--- src/rtl/pipeline_pkg.sv ---
// Shared types and constants for the pipeline front end.
package pipeline_pkg;

  localparam int WORD_W = 32;
  localparam logic [WORD_W-1:0] NOP = 32'h0000_0000;

  typedef enum logic [1:0] {
    BOOT  = 2'd0,
    FETCH = 2'd1,
    HOLD  = 2'd2,
    DROP  = 2'd3
  } fetch_state_t;

  function automatic logic [WORD_W-1:0] word_align(input logic [WORD_W-1:0] addr);
    return {addr[WORD_W-1:2], 2'b00};
  endfunction

endpackage

--- src/rtl/if_id_pipe_reg.sv ---
// IF/ID pipeline register: flush inserts a bubble and overrides load; otherwise holds.
module if_id_pipe_reg
  import pipeline_pkg::*;
(
  input  logic              clk,
  input  logic              rst_n,
  input  logic              load,
  input  logic              flush,
  input  logic [WORD_W-1:0] next_pc_plus4,
  input  logic [WORD_W-1:0] next_instr,
  output logic [WORD_W-1:0] pc_plus4,
  output logic [WORD_W-1:0] instr,
  output logic              valid
);

  always_ff @(posedge clk or negedge rst_n) begin
    if (!rst_n) begin
      pc_plus4 <= '0;
      instr    <= NOP;
      valid    <= 1'b0;
    end else if (flush) begin
      pc_plus4 <= '0;
      instr    <= NOP;
      valid    <= 1'b0;
    end else if (load) begin
      pc_plus4 <= next_pc_plus4;
      instr    <= next_instr;
      valid    <= 1'b1;
    end
  end

endmodule

--- src/rtl/instruction_fetch_stage.sv ---
// Fetch stage: PC, single-outstanding imem request, skid buffer for stalled returns,
// and DROP state that waits out a request squashed by a branch.
module instruction_fetch_stage
  import pipeline_pkg::*;
#(
  parameter logic [WORD_W-1:0] RESET_PC = 32'h0000_0000
) (
  input  logic              clk,
  input  logic              rst_n,
  input  logic              PC_Write,
  input  logic              IF_ID_write,
  input  logic              branch_taken,
  input  logic [WORD_W-1:0] branch_target,
  output logic              imem_req,
  output logic [WORD_W-1:0] imem_addr,
  input  logic              imem_rvalid,
  input  logic [WORD_W-1:0] imem_rdata,
  output logic [WORD_W-1:0] IF_ID_pc_plus4,
  output logic [WORD_W-1:0] IF_ID_instr,
  output logic              IF_ID_valid
);

  fetch_state_t      state;
  logic [WORD_W-1:0] pc;
  logic [WORD_W-1:0] drop_addr;
  logic [WORD_W-1:0] skid;
  logic [WORD_W-1:0] pc_plus4;
  logic [WORD_W-1:0] load_instr;
  logic              stall;
  logic              load;
  logic              flush;

  assign stall    = !PC_Write || !IF_ID_write;
  assign pc_plus4 = word_align(pc + 32'd4);

  always_comb begin
    load       = 1'b0;
    load_instr = imem_rdata;
    case (state)
      FETCH:   load = imem_rvalid && !stall;
      HOLD: begin
        load       = !stall;
        load_instr = skid;
      end
      default: load = 1'b0;
    endcase
    if (branch_taken) load = 1'b0;
  end

  // A redirect always bubbles IF/ID; otherwise bubble only if IF/ID is allowed to move.
  assign flush = branch_taken || (!load && IF_ID_write);

  always_ff @(posedge clk or negedge rst_n) begin
    if (!rst_n) begin
      state     <= BOOT;
      pc        <= word_align(RESET_PC);
      drop_addr <= '0;
      skid      <= '0;
    end else begin
      case (state)
        BOOT: begin
          state <= FETCH;
          if (branch_taken) pc <= word_align(branch_target);
        end
        FETCH: begin
          if (branch_taken) begin
            pc <= word_align(branch_target);
            if (!imem_rvalid) begin
              drop_addr <= pc;
              state     <= DROP;
            end
          end else if (imem_rvalid) begin
            if (!stall) begin
              pc <= pc_plus4;
            end else begin
              skid  <= imem_rdata;
              state <= HOLD;
            end
          end
        end
        HOLD: begin
          if (branch_taken) begin
            pc    <= word_align(branch_target);
            state <= FETCH;
          end else if (!stall) begin
            pc    <= pc_plus4;
            state <= FETCH;
          end
        end
        DROP: begin
          if (branch_taken) pc <= word_align(branch_target);
          if (imem_rvalid) state <= FETCH;
        end
        default: state <= BOOT;
      endcase
    end
  end

  // DROP keeps presenting the squashed address until its response is consumed.
  assign imem_req  = (state == FETCH) || (state == DROP);
  assign imem_addr = (state == DROP) ? drop_addr : pc;

  if_id_pipe_reg u_if_id (
    .clk           (clk),
    .rst_n         (rst_n),
    .load          (load),
    .flush         (flush),
    .next_pc_plus4 (pc_plus4),
    .next_instr    (load_instr),
    .pc_plus4      (IF_ID_pc_plus4),
    .instr         (IF_ID_instr),
    .valid         (IF_ID_valid)
  );

endmodule

--- config.mk ---
export PLATFORM = sky130hd
export DESIGN_NAME = instruction_fetch_stage
export DESIGN_NICKNAME = d
export VERILOG_FILES = /design/src/rtl/pipeline_pkg.sv /design/src/rtl/if_id_pipe_reg.sv /design/src/rtl/instruction_fetch_stage.sv
export SDC_FILE = /design/constraint.sdc
export NUM_CORES = 1
export LEC_CHECK = 0
export BUFFER_PORTS_ARGS = -buffer_cell sky130_fd_sc_hd__buf_4
export CAP_MARGIN = 25
export CORE_UTILIZATION = 30
export DETAILED_ROUTE_END_ITERATION = 10
export HOLD_SLACK_MARGIN = 0.08
export SYNTH_ARGS = -nofsm -noshare
export SYNTH_HDL_FRONTEND = slang
export SYNTH_SLANG_ARGS = --single-unit
--- constraint.sdc ---
create_clock -name clk -period 6.3 [get_ports clk]
set_input_delay 1.89 -clock clk [delete_from_list [all_inputs] [get_ports clk]]
set_output_delay 1.89 -clock clk [all_outputs]
set_load 0.01 [all_outputs]
* Yosys cells after proc, flatten, opt, wreduce, memory -nomap -nowiden
Cells that the tools add are included.
** Word-level totals
- Bits in registers :: 163
- Input bits :: 70
- Output and inout port bits :: 98
- Word-level logic and storage cells :: 59
** Operators by class
- $add $sub $neg :: 1
- Eq/ne operators :: 9
- Mux-type cells :: 24
- Bitwise operators :: 2
- Reduce and logical (&&, ||, !) cells :: 16
** Operators with widths (number)
- 32-bit 2-to-1 mux :: 11
- 32-bit case mux with 3 select lines :: 1
- 32-bit by 3-bit adder with 32-bit output, second input constant :: 1
- 2-bit 2-to-1 mux :: 7
- 3-bit != test, second input constant :: 4
- 2-bit case mux with 4 select lines :: 1
- 5-bit AND reduction :: 1
- 2-bit equality test, second input constant :: 2
- 1-bit logical NOT :: 4
- 4-bit AND reduction :: 1
- 1-bit logical OR :: 3
- 1-bit 2-to-1 mux :: 3
- 3-bit AND reduction :: 1
- 2-bit by 1-bit equality test with 1-bit output, second input constant :: 1
- 1-bit logical AND :: 2
- 2-bit logical NOT :: 1
- 2-bit by 1-bit != test with 1-bit output, second input constant :: 1
- 2-bit != test, second input constant :: 1
- 1-bit inverter :: 2
- 1-bit case mux with 2 select lines :: 1
- 2-bit AND reduction :: 1
- 2-bit nonzero test :: 1
- 2-bit OR reduction :: 1

* Longest topological paths before layout
Gate-level depths: netlist (run 1).
- Depth in word-level cells :: 10
- Gate-level depth with buffers :: 8
- Mapped depth without buffers :: 7

* Modules after synthesis
A second synthesis (run 1) with hierarchy kept.
** Second synthesis, totals
- Cell total of the unflattened synthesis :: 732
- Area total of the unflattened synthesis :: 8216.6 µm²
** By module, submodules not included
- instruction_fetch_stage :: times used 1, cells each 523, area each 5579.1 µm², seq. area each 2352.3 µm²
- if_id_pipe_reg :: times used 1, cells each 209, area each 2637.5 µm², seq. area each 1626.6 µm²

* Worst setup path after synthesis (run 1)
No wires, ideal clock.
- Path kind :: reg2out
- From :: reg state[0]
- To :: out imem_addr[22]
- Arrival :: 1.607 ns
- Data required time :: 4.410 ns
- Setup slack :: 2.803 ns
- Stages on the path, launching flop included :: 5
- Buffers on the path :: 2
- Cells stage by stage :: dfrtp_1 > ha_1 > clkbuf_1 > clkbuf_1 > mux2_2
** On the way
- Longest elaborated chain between the ends :: 2
** Ends and longest elaborated chain
- start: declaration :: RTL line instruction_fetch_stage.sv:23 : fetch_state_t state;
- start signal: assignment :: RTL line instruction_fetch_stage.sv:55 : state <= BOOT;
- start signal: assignment :: RTL line instruction_fetch_stage.sv:62 : state <= FETCH;
- start signal: assignment :: RTL line instruction_fetch_stage.sv:70 : state <= DROP;
- 2-bit equality test :: RTL line instruction_fetch_stage.sv:101 : assign imem_addr = (state == DROP) ? drop_addr : pc;
- 32-bit 2-to-1 mux :: RTL line instruction_fetch_stage.sv:101
- end: declaration :: RTL line instruction_fetch_stage.sv:15 : output logic [WORD_W-1:0] imem_addr,
No other way between the ends.

* Worst setup path after layout (run 1)
- From :: reg state[0]
- To :: out imem_addr[2]
Same word-level chain as after synthesis.

==> flow_summary.json, run 1 <==
{
  "area_delta_synth_final_pct": 26.3,
  "worst_path_max_delay_cell": "ha_1",
  "clockRootBuffer": "clkbuf_16",
  "syn-cell-area_mm2": 0.00771,
  "async_flop_share_pct": 100,
  "synthTopCellsByArea": "dfrtp_1 (51%), mux2_2 (12%), o21ai_0 (5.4%)",
  "hold_class": "reg2reg",
  "post_cts_resized": 0,
  "path_clk_slew_ns": 0.07,
  "first_global_vias": 5818,
  "postPlaceCellArea_mm2": 0.00916,
  "die_x_um": 162,
  "initial_core_util_pct": 30.6,
  "synth_seq_cells": 157,
  "path_buf_inv": 2,
  "yosysTopAreaCellShare_pct": 51.0,
  "grt_pass1_wl_um": 33200,
  "synth_largest_area_cell": "dfrtp_1",
  "rsz0062_at_grt": "no",
  "worst_path_most_repeated_cell": "buf_4",
  "diodes": 0,
  "clock_latency_ns": 0.43,
  "switching_share_pct": 36.6,
  "crit_path_start_kind": "flop",
  "p_int_w": 0.00260,
  "cp_slowest_stage_delay_ns": 0.67,
  "wirelength_um": 21100,
  "wl_per_cell_um": 17.6,
  "synth_flop_cell": "dfrtp_1",
  "switchingPower_w": 0.00150,
  "synth_seq_area_share_pct": 51.0,
  "io_pins": 168,
  "clock_power_share_pct": 24.8,
  "layout-drive-gt1-share_pct": 34.4,
  "ctsHoldBuffers": 0,
  "drtIter0Drc": 365,
  "critPathArrivalTime_ns": 2.53,
  "final_cell_area_mm2": 0.00974,
  "avgSynthCellArea_um2": 10.5,
  "grt-ovfl-total": 0,
  "die_area_mm2": 0.0263,
  "ant_nets": 0,
  "worstPathCellList": "ha_1, buf_4, mux2_2, buf_4",
  "vias": 5982,
  "core_mm2": 0.0252,
  "die_y_um": 162,
  "power_density_mw_per_mm2": 421,
  "cp-end-kind": "output pin",
  "report.final.slew_viol_count": 0,
  "drv_cap": 0,
  "tightestPinTransition_ns": 0.862,
  "finalSetupViolCount": 0,
  "antenna_found_initial": 0,
  "synth_cell_types": 51,
  "dp_hpwl_um": 14200,
  "cts_tree": "done",
  "drt-pass1-iter-count": 5,
  "setup.worst_path.class": "reg2out",
  "critPathTopFamily": "adder cells",
  "track_usage_pct": 16.5,
  "fin_nets": 935,
  "status": "complete, no violations",
  "finalWeightedCongestion": 0.842,
  "hold_viol": 0,
  "finalCritPeriodShare_pct": 70.2,
  "hold_ws_ns": 0.478,
  "required_ns": 4.41,
  "port_buffers": 161,
  "cts.path.max_buffers": 2,
  "fin_tns_setup_ns": 0,
  "h-tree-depth": 4,
  "post-synth-top-count-cell": "dfrtp_1",
  "via_per_inst": 4.97,
  "fin_skew_ns": 0.0116,
  "drc": 0,
  "row_count": 58,
  "yosys-top-cells-count": "dfrtp_1 (157), nand2_1 (98), mux2_2 (83), o21ai_0 (83), clkbuf_1 (43)",
  "crit_fanout": 24,
  "cts_buffers": 17,
  "relSlewSlack_pct": 42.3,
  "grt_max_degree": 74,
  "clock-sinks": 157,
  "seqPwrFrac_pct": 38.6,
  "postCtsSetupBuffers": 0,
  "postLayoutCoreUtil_pct": 38.7,
  "max_freq_mhz": 226,
  "ir_drop_uv": 166,
  "leakagePower_nw": 4.22,
  "min_period_ns": 4.42,
  "synth_edf_count": 0,
  "combinationalPowerShare_pct": 36.6,
  "synthCells": 734,
  "synth.yosys.warnings": 0
}
-- metrics by stage --
stage | power (W) | instances | setup slack (ns)
after floorplan | 0.00253 | 737 | 2.80
after global placement | 0.00308 | 1171 | 2.10
after detailed placement | 0.00311 | 1172 | 2.02
after CTS | 0.00414 | 1204 | 1.86
after global routing | 0.00436 | 1204 | 1.78
final | 0.00410 | 1204 | 1.88
-- logic make-up after synthesis --
family | after synthesis | share of synthesized area (%)
flops | 157 | 51.0
mux | 116 | 16.4
fa+ha+maj | 4 | 0.649
other cells | 1 | 0.0487
compound gates | 146 | 11.0
buf+inv | 77 | 4.32
simple gates | 199 | 12.7
xor+xnor | 34 | 3.86
-- cell type report --
class	instances	area (um2)
fillers	2496	15400
flip-flops and latches	157	3930
multi-input cells	503	3480
repair buffers	171	1300
clock buffers	18	429
well taps	330	413
clock inverters	14	145
inverters	11	41.3
-- state kept, by name (all words and copies together) (netlist names) --
name	count
u_if_id.instr	32
skid	32
u_if_id.valid	1
u_if_id.pc_plus4	30
state	2
drop_addr	30
pc	30
-- routing by layer --
metal | track usage [%] | routed length, um | vias up | part of all wire (%)
met2 | 25.1 | 9740 | 180 | 46
met3 | 3.68 | 1110 | 26 | 5.2
met4 | 6.30 | 507 | 0 | 2.4
li1 | - | - | 2838 | -
met1 | 22.7 | 9780 | 2938 | 46
met5 | 0 | 0 | - | 0
-- power groups by stage --
stage	combinational [W]	clock (W)	sequential (W)
3_5_place_dp	0.00152	0	0.00160
3_3_place_gp	0.00150	0	0.00158
6_report	0.00150	0.00102	0.00158
4_1_cts	0.00152	0.00104	0.00158
2_1_floorplan	0.00107	0	0.00146
5_1_grt	0.00165	0.00108	0.00163
-- worst register-to-register path, cell delays in order, from the launching register on --
cell and delay [ns]:
dfrtp_1 0.44, inv_1 0.11, ha_2 0.34, or2_2 0.53
or3_2 0.84, buf_4 0.38, o21ai_0 0.23
-- cell usage in the layout (no fill, tap or decap), types with 8 or more instances in the layout --
| cell | instances |
|---|---|
| a21oi_1 | 19 |
| nand2_1 | 97 |
| nor4_1 | 10 |
| xnor2_1 | 19 |
| mux2_2 | 83 |
| dfrtp_1 | 157 |
| o21ai_0 | 83 |
| nand3_1 | 18 |
| clkbuf_16 | 17 |
| a22oi_1 | 8 |
| mux2i_1 | 33 |
| nor2_1 | 18 |
| nor3_1 | 12 |
| nand4_1 | 12 |
| xor2_1 | 15 |
| buf_4 | 169 |
| inv_1 | 11 |
-- worst paths after layout --
path | to | start | cells past startpoint | slack [ns]
worst max-delay path | imem_addr[2] | state[0]$_DFFE_PN0P_ | 4 | 1.88
worst min-delay path | drop_addr[24]$_DFFE_PN0P_ | drop_addr[24]$_DFFE_PN0P_ | 2 | 0.48
worst max register to register | u_if_id.instr[27]$_DFFE_PN0P_ | state[0]$_DFFE_PN0P_ | 6 | 3.35
worst min register to register | drop_addr[24]$_DFFE_PN0P_ | drop_addr[24]$_DFFE_PN0P_ | 2 | 0.48
max in group asynchronous | u_if_id.instr[11]$_DFFE_PN0P_ | rst_n | 2 | 3.73
min in group asynchronous | drop_addr[13]$_DFFE_PN0P_ | rst_n | 1 | 1.49
Power figures use the tool's default switching activity.
==> run 2, diff against run 1 <==
clock period = 4 ns   (was 6.3 ns; I/O delays follow)
==> run 2 against run 1 <==
Clock power rose by 61%; via count fell by 0.77%; die area did not move; first-iteration DRC count fell by 14%.
==> flow_summary.json, run 2 (synthesized netlist as in run 1, its figures left out) <==
{
  "status": "complete, no violations",
  "leakagePower_nw": 4.24,
  "finalWeightedCongestion": 0.826,
  "fin_tns_setup_ns": 0,
  "wirelength_um": 20600,
  "hold_ws_ns": 0.477,
  "initial_core_util_pct": 30.6,
  "multi_input_area_mm2": 0.00348,
  "grt_pass1_wl_um": 32400,
  "antenna_found_initial": 1,
  "first_global_vias": 5797,
  "row_count": 58,
  "finalSetupViolCount": 0,
  "hold_class": "reg2reg",
  "die_area_mm2": 0.0263,
  "rr_startpoint": "state[1]$_DFFE_PN0P_",
  "critPathArrivalTime_ns": 2.21,
  "layout-drive-gt1-share_pct": 34.5,
  "port_buffers": 161,
  "core_mm2": 0.0252,
  "tightestPinTransition_ns": 0.911,
  "drc": 0,
  "vias": 5936,
  "reg2regPathDepth": 7,
  "drt-pass1-iter-count": 5,
  "critPathTopFamily": "adder cells",
  "required_ns": 2.80,
  "worstPathCellList": "ha_1, buf_12, mux2_2, buf_4",
  "power_density_mw_per_mm2": 664,
  "switchingPower_w": 0.00228,
  "cts.path.max_buffers": 2,
  "ir_drop_uv": 324,
  "path_buf_inv": 2,
  "postCtsSetupBuffers": 0,
  "max_freq_mhz": 294,
  "clock_latency_ns": 0.42,
  "die_y_um": 162,
  "cts_buffers": 17,
  "fin_skew_ns": 0.0131,
  "wl_per_cell_um": 17.1,
  "post_cts_resized": 0,
  "dp_hpwl_um": 14400,
  "grt_max_degree": 57,
  "r2r-end": "pc[25]$_DFFE_PN0P_",
  "n_fill_cell": 2515,
  "crit_path_start_kind": "flop",
  "p_int_w": 0.00422,
  "postPlaceCellArea_mm2": 0.00921,
  "clock-sinks": 157,
  "h-tree-depth": 4,
  "seqPwrFrac_pct": 38.2,
  "crit_fanout": 27,
  "min_delay_path_depth": 2,
  "path_depth": 4,
  "drv_cap": 0,
  "switching_share_pct": 35.1,
  "io_pins": 168,
  "combinationalPowerShare_pct": 36.6,
  "grt-ovfl-total": 0,
  "final_cell_mix": "buf_4 (170), dfrtp_1 (157), nand2_1 (98)",
  "reg_top3": "skid x32, u_if_id.instr x32",
  "layout_commonest_cell": "buf_4",
  "cts_tree": "done",
  "totalPowerFinal_w": 0.00650,
  "cp-end-kind": "output pin",
  "area_delta_synth_final_pct": 27.1,
  "drtIter0Drc": 314,
  "fin_nets": 938,
  "path_clk_slew_ns": 0.06,
  "via_per_inst": 4.91,
  "seq_area_mm2": 0.00393,
  "ant_nets": 0,
  "cp_slowest_stage_delay_ns": 0.56,
  "min_period_ns": 3.41,
  "whs_endpoint": "u_if_id.instr[6]$_DFFE_PN0P_",
  "ctsHoldBuffers": 0,
  "final_cell_area_mm2": 0.00980,
  "relSlewSlack_pct": 39.2,
  "hold_viol": 0,
  "worst_path_max_delay_cell": "ha_1",
  "die_x_um": 162,
  "clockRootBuffer": "clkbuf_16",
  "reg2reg_setup_slack_ns": 1.43,
  "rsz0062_at_grt": "no",
  "setup.worst_path.class": "reg2out",
  "finalCritPeriodShare_pct": 85.2,
  "hold_start": "u_if_id.instr[6]$_DFFE_PN0P_",
  "report.final.slew_viol_count": 0,
  "track_usage_pct": 16.0,
  "clock_power_share_pct": 25.2
}
run 2: changes by cell type in the layout (fill, tap and decap cells not counted), sizes merged:
cell,before,now
diode,0,1
buf,171,174
bufinv,0,2
inv,20,16
clkinvlp,2,4
run 2: how the worst max path moves through the flow:
stage / to / startpoint
finish: imem_addr[3] / state[0]$_DFFE_PN0P_
global route: imem_addr[2] / state[0]$_DFFE_PN0P_
CTS: imem_addr[3] / state[0]$_DFFE_PN0P_
detailed placement: u_if_id.instr[14]$_DFFE_PN0P_ / branch_taken
global placement: u_if_id.pc_plus4[26]$_DFFE_PN0P_ / branch_taken
floorplan: imem_addr[22] / state[0]$_DFFE_PN0P_
run 2: per-layer routing:
metal | wire [um] | track usage, % | vias to the layer above
met5 | 0 | 0 | -
met4 | 410 | 5.23 | 0
met3 | 1290 | 4.16 | 27
met2 | 9760 | 25.8 | 167
met1 | 9180 | 20.7 | 2891
li1 | - | - | 2851
run 2: cell type report:
type                       instances  area share, %
sequential                       157           40.1
multi-input combinational        503           35.5
timing repair buffer             174           13.8
clock buffer                      18           4.38
tap                              330           4.21
clock inverter                    14           1.62
inverter                          11          0.421
antenna                            1         0.0255
run 2: per-stage QoR:
stage	util, %	std cells	worst slack (ns)
finish	38.9	1208	0.593
CTS	38.9	1207	0.561
detailed placement	36.6	1175	0.814
global route	38.9	1207	0.446
floorplan	-	737	1.19
global placement	36.6	1175	0.858
run 2: power by group through the flow:
stage	sequential, W	clock, W	combinational, W
after global placement	0.00248	0	0.00239
final	0.00249	0.00164	0.00238
after global routing	0.00256	0.00175	0.00261
after floorplan	0.00230	0	0.00168
after CTS	0.00248	0.00168	0.00242
after detailed placement	0.00251	0	0.00241
run 2: worst register-to-register path: stages, from the launching register on:
cell and delay, ns:
dfrtp_1 0.40, inv_1 0.09, ha_1 0.27, nor2b_1 0.31
o31a_1 0.77, nor3_1 0.10, a222oi_1 0.36, o21ai_0 0.13
